<file path="config.mk">
export PLATFORM = sky130hd
export DESIGN_NAME = sipo_frame_buffer
export DESIGN_NICKNAME = d
export VERILOG_FILES = /design/src/rtl/sipo_frame_buffer.sv
export SDC_FILE = /design/constraint.sdc
export NUM_CORES = 1
export LEC_CHECK = 0
export ABC_AREA = 1
export BUFFER_PORTS_ARGS = -buffer_cell sky130_fd_sc_hd__clkbuf_2
export CAP_MARGIN = 20
export CORE_MARGIN = 5
export CORE_UTILIZATION = 30
export DETAILED_ROUTE_END_ITERATION = 10
export SLEW_MARGIN = 20
export SYNTH_ARGS = -nofsm -noshare
export SYNTH_HDL_FRONTEND = slang
export SYNTH_SLANG_ARGS = --single-unit
</file>
<file path="constraint.sdc">
create_clock -name clk -period 2.2 [get_ports clk]
set_input_delay 0.11 -clock clk [delete_from_list [all_inputs] [get_ports clk]]
set_output_delay 0.11 -clock clk [all_outputs]
set_load 0.1 [all_outputs]
</file>
<file path="src/rtl/sipo_frame_buffer.sv">
// Serial-in/parallel-out frame assembler: gathers DEPTH words of WIDTH bits into one wide frame.
// Optional SIPO_DOUBLE_BUFFER_EN lets the next frame fill while the current one is still held.
//
// state  | meaning
// S_FILL | shift reg accepting words (in_ready=1)
// S_FULL | single buffer: frame held until consumer accepts it (in_ready=0)
// S_PEND | double buffer: completed frame waits in shift reg for the output to free up
module sipo_frame_buffer #(
  parameter int WIDTH = 16,
  parameter int DEPTH = 18,
  localparam int CNT_W = $clog2(DEPTH + 1)
) (
  input  logic                   clk,
  input  logic                   rst_n,
  input  logic                   flush,
  input  logic [WIDTH-1:0]       in_data,
  input  logic                   in_valid,
  output logic                   in_ready,
  output logic [DEPTH*WIDTH-1:0] frame,
  output logic                   frame_valid,
  input  logic                   frame_ready,
  output logic [CNT_W-1:0]       word_cnt
);

  typedef enum logic [1:0] {
    S_FILL = 2'd0,
    S_FULL = 2'd1,
    S_PEND = 2'd2
  } state_t;

  state_t                 r_state;
  state_t                 w_state_nxt;
  logic [DEPTH*WIDTH-1:0] r_shift;
  logic [DEPTH*WIDTH-1:0] w_shift_nxt;
  logic [DEPTH*WIDTH-1:0] w_shifted;
  logic [DEPTH*WIDTH-1:0] r_frame;
  logic [DEPTH*WIDTH-1:0] w_frame_nxt;
  logic                   r_frame_valid;
  logic                   w_fv_nxt;
  logic [CNT_W-1:0]       r_cnt;
  logic [CNT_W-1:0]       w_cnt_nxt;
  logic                   w_in_ready;
  logic                   w_accept;
  logic                   w_last;

  // in_ready is purely a decode of the registered state, never of frame_ready
  assign w_in_ready = (r_state == S_FILL);
  assign w_accept   = in_valid & w_in_ready;
  assign w_last     = (r_cnt == CNT_W'(DEPTH - 1));
  assign w_shifted  = {in_data, r_shift[DEPTH*WIDTH-1:WIDTH]};

  assign in_ready    = w_in_ready;
  assign frame       = r_frame;
  assign frame_valid = r_frame_valid;
  assign word_cnt    = r_cnt;

  always_ff @(posedge clk or negedge rst_n) begin
    if (!rst_n) begin
      r_state       <= S_FILL;
      r_shift       <= '0;
      r_frame       <= '0;
      r_frame_valid <= 1'b0;
      r_cnt         <= '0;
    end else begin
      r_state       <= w_state_nxt;
      r_shift       <= w_shift_nxt;
      r_frame       <= w_frame_nxt;
      r_frame_valid <= w_fv_nxt;
      r_cnt         <= w_cnt_nxt;
    end
  end

  always_comb begin
    w_state_nxt = r_state;
    w_shift_nxt = r_shift;
    w_frame_nxt = r_frame;
    w_fv_nxt    = r_frame_valid;
    w_cnt_nxt   = r_cnt;
    // flush wins over accept and frame_ready; data registers are left as they are
    if (flush) begin
      w_cnt_nxt   = '0;
      w_fv_nxt    = 1'b0;
      w_state_nxt = S_FILL;
    end else begin
`ifdef SIPO_DOUBLE_BUFFER_EN
      if (frame_ready && r_frame_valid) w_fv_nxt = 1'b0;
      case (r_state)
        S_FILL: begin
          if (w_accept) begin
            w_shift_nxt = w_shifted;
            if (w_last) begin
              w_cnt_nxt = '0;
              if (!r_frame_valid || frame_ready) begin
                w_frame_nxt = w_shifted;
                w_fv_nxt    = 1'b1;
              end else begin
                w_state_nxt = S_PEND;
              end
            end else begin
              w_cnt_nxt = r_cnt + CNT_W'(1);
            end
          end
        end
        S_PEND: begin
          if (frame_ready) begin
            w_frame_nxt = r_shift;
            w_fv_nxt    = 1'b1;
            w_state_nxt = S_FILL;
          end
        end
        default: w_state_nxt = S_FILL;
      endcase
`else
      case (r_state)
        S_FILL: begin
          if (w_accept) begin
            w_shift_nxt = w_shifted;
            if (w_last) begin
              w_frame_nxt = w_shifted;
              w_fv_nxt    = 1'b1;
              w_cnt_nxt   = '0;
              w_state_nxt = S_FULL;
            end else begin
              w_cnt_nxt = r_cnt + CNT_W'(1);
            end
          end
        end
        S_FULL: begin
          if (frame_ready) begin
            w_fv_nxt    = 1'b0;
            w_state_nxt = S_FILL;
          end
        end
        default: w_state_nxt = S_FILL;
      endcase
`endif
    end
  end

endmodule
</file>
==> metrics.md <==
| Metric | Value |
|---|---|
| Post-CTS setup buffers | `0` |
| Initial core utilization | `0.303` |
| Crit path arrival time | `2.42 ns` |
| Placement Rows | `97` |
| Worst reg-to-reg path cell count | `7` |
| Die width | `276 µm` |
| Critical Path Fanout Max | `165` |
| Pleak | `15.2 nW` |
| Adder-cell share of the synthesized area | `0.00117` |
| GRT overflow | `0` |
| Net Count, Synth | `2417` |
| Die Y-Extent | `276 µm` |
| Post-DP HPWL | `39300 µm` |
| PD cells | `922 nW/µm²` |
| Power share of the sequential group | `0.511` |
| Bufs on Longest Clock Path | `3` |
| Final Hold Vio Count | `0` |
| DRC | `0` |
| Sw Pwr | `6.27 mW` |
| Main combinational cell family by area after synthesis | `simple AND/OR/NAND/NOR gates` |
| Most common cell after layout, fill and taps aside | `nand2_1` |
| XOR/XNOR Fraction of Synth Area | `0.000411` |
| GRT Total Usage | `0.151` |
| IO Port Bufs | `315` |
| Initial antenna violation count | `0` |
| Synth Register Bits | `566` |
| Via/cell ratio | `4.36` |
| Most area-consuming cells after synthesis | `dfrtp_1 (66%), nand2_1 (29%), buf_2 (1.8%), o21ai_0 (0.87%), buf_4 (0.56%)` |
| Number of max-cap violations | `0` |
| Required time worst endpoint | `2.74 ns` |
| RSZ-0062 raised after global routing | `no` |
| Post-synthesis sequential area ratio | `0.665` |
| Worst-Skew Late Latency | `0.61 ns` |
| Fin crit share | `0.856` |
| Max-slew violations | `0` |
| Final Skew | `0.0186 ns` |
| Largest net degree at the start of global routing | `166` |
| FF-to-FF setup slack | `0.32 ns` |
| Final nets | `2734` |
| Total CTS buffers | `60` |
| WL/cell | `15.9 µm` |
| Min-delay worst type | `input pin to asynchronous set/reset pin` |
| Outcome | `complete, no violations` |
| R2r startpoint | `word_cnt[0]$_DFFE_PN0P_` |
| Clk root buf | `clkbuf_16` |
| Vias in the first global route | `16100` |
| Crit path time final | `1.88 ns` |
| Register area | `14200 µm²` |
| Die ar. | `76400 µm²` |
| Critical path class | `flip-flop to flip-flop` |
| TNS Setup | `0 ns` |
| H-tree levels | `2` |
| Core Util, Final | `0.374` |
| Synthesized instance count | `2394` |
| Yosys warns | `0` |
| Startpoint Class | `flip-flop` |
| CTS sink cnt | `566` |
| Worst-path clk slew | `0.06 ns` |
| Compound-Gate Fraction of Synth Area | `0.00934` |
| Post-Route WL | `58800 µm` |
| Mux contribution to synthesized area | `0` |
| Synthesized area per cell | `8.90 µm²` |
| Net Sw Frac | `0.259` |
| DR pass1 iterations | `5` |
| Cell-internal power | `18.0 mW` |
| DRT antenna net count | `0` |
| Layout cells sized above 1 | `0.170` |
| Peak Freq | `531 MHz` |
| Yosys top cell area share | `0.665` |
| Core ar. | `70300 µm²` |
| Antenna diodes | `0` |
| Combinational share of power | `0.064` |
| Ports | `316` |
| Cell Area, Synth | `21300 µm²` |
| Rel. slew slack | `0.452` |
| Clk network pwr share | `0.424` |
| Worst R2R End | `frame[199]$_DFFE_PN0P_` |
| Starting DRT DRC Count | `1161` |
| Area growth, synth to finish | `23.4%` |
| # fillers | `7156` |
| VDD IR-drop max | `0.581 mV` |
| Area of the multi-input gates | `6450 µm²` |
| Gpl congestion | `0.768` |
| Largest area contributor in the netlist | `dfrtp_1` |
| Most frequent cells in the layout | `nand2_1 (1625), dfrtp_1 (564), clkbuf_2 (314)` |
| Tightest Pin Transition | `0.822 ns` |
| First-pass GRT wire length | `94200 µm` |
| CTS tree | `done` |
| Simple-Gate Fraction of Synth Area | `0.290` |
| Via count | `16100` |
| Post-synth cell types | `19` |
| CP endpoint kind | `flip-flop` |
| # setup viols final | `0` |
## repair_timing
item | CTS | global route
hold endpoints to repair | 520 | 0
endpoints found under the setup margin | 0 | 0
hold buffers | 20 | 0
gates resized for setup | 0 | 0
## synth_stat cells
library cell / n
nand2_1: 1625
dfrtp_1: 566
buf_2: 78
o21ai_0: 37
inv_1: 24
clkbuf_1: 20
buf_4: 16
buf_1: 7
nor2_1: 4
nand2_2: 3
nand3_1: 3
buf_6: 2
ha_1: 2
nand4_1: 2
inv_2: 1
nor2_8: 1
o22ai_1: 1
o31ai_1: 1
xor2_1: 1
## power groups by stage
stage / Sequential (mW) / Combinational, mW / Clock, mW
after floorplan: 12.3 / 0.912 / 0
after CTS: 12.4 / 1.61 / 10.6
after global placement: 12.6 / 1.53 / 0
final: 12.4 / 1.56 / 10.3
after global routing: 12.5 / 1.84 / 11.0
after detailed placement: 12.6 / 1.58 / 0
## state kept, by name, summed over array words and instances, names as in the netlist
signal	cells
frame_valid	1
r_shift	272
frame	288
word_cnt	5
## cell families after synthesis
logic type      after synthesis
fa+ha+maj                     2
xor+xnor                      1
compound gates               39
simple gates               1638
flops                       566
buf+inv                     148
## worst max-delay path, stage by stage (launching register included)
cell and delay (ns):
dfrtp_1 0.45, ha_1 0.22, nand2_1 0.06, inv_1 0.07
nand3_4 0.12, buf_12 0.48, nand2_1 0.12, nand2_1 0.09
## worst max-delay path by stage
stage                              to               startpoint  slack [ns]  cells past startpoint
3_5_place_dp   frame[199]$_DFFE_PN0P_  word_cnt[0]$_DFFE_PN0P_        0.36                      7
5_1_grt        frame[182]$_DFFE_PN0P_  word_cnt[0]$_DFFE_PN0P_        0.13                      7
6_report       frame[199]$_DFFE_PN0P_  word_cnt[0]$_DFFE_PN0P_        0.32                      7
3_3_place_gp    frame[74]$_DFFE_PN0P_  word_cnt[1]$_DFFE_PN0P_        0.38                     10
2_1_floorplan  frame[268]$_DFFE_PN0P_  word_cnt[0]$_DFFE_PN0P_        0.01                      9
4_1_cts        frame[199]$_DFFE_PN0P_  word_cnt[0]$_DFFE_PN0P_        0.29                      7
## layout make-up
class	count	share of cell area
well taps	940	0.0447
inverters	25	0.00357
flip-flops and latches	566	0.539
clock buffers	85	0.0668
repair buffers	378	0.0907
multi-input cells	1680	0.245
clock inverters	26	0.00990
## metrics by stage
| stage | hold WS (ns) | setup WS (ns) | total power [mW] | cell area [µm²] | instances |
|---|---|---|---|---|---|
| 2_1_floorplan | -0.186 | 0.00951 | 13.2 | 21300 | 2394 |
| 3_3_place_gp | 0.134 | 0.382 | 14.1 | 24100 | 3569 |
| 3_5_place_dp | 0.133 | 0.356 | 14.2 | 24100 | 3569 |
| 4_1_cts | 0.0527 | 0.295 | 24.6 | 26300 | 3700 |
| 5_1_grt | 0.0982 | 0.128 | 25.4 | 26300 | 3700 |
| 6_report | 0.0890 | 0.316 | 24.2 | 26300 | 3700 |
## metal layers
| layer | up-vias | global-route usage | wire length (µm) |
|---|---|---|---|
| met5 | - | 0 | 0 |
| met4 | 0 | 0.0416 | 1520 |
| met3 | 101 | 0.0315 | 3110 |
| met2 | 368 | 0.249 | 28100 |
| met1 | 7799 | 0.204 | 26100 |
| li1 | 7879 | - | - |
Power figures use the tool's default switching activity.
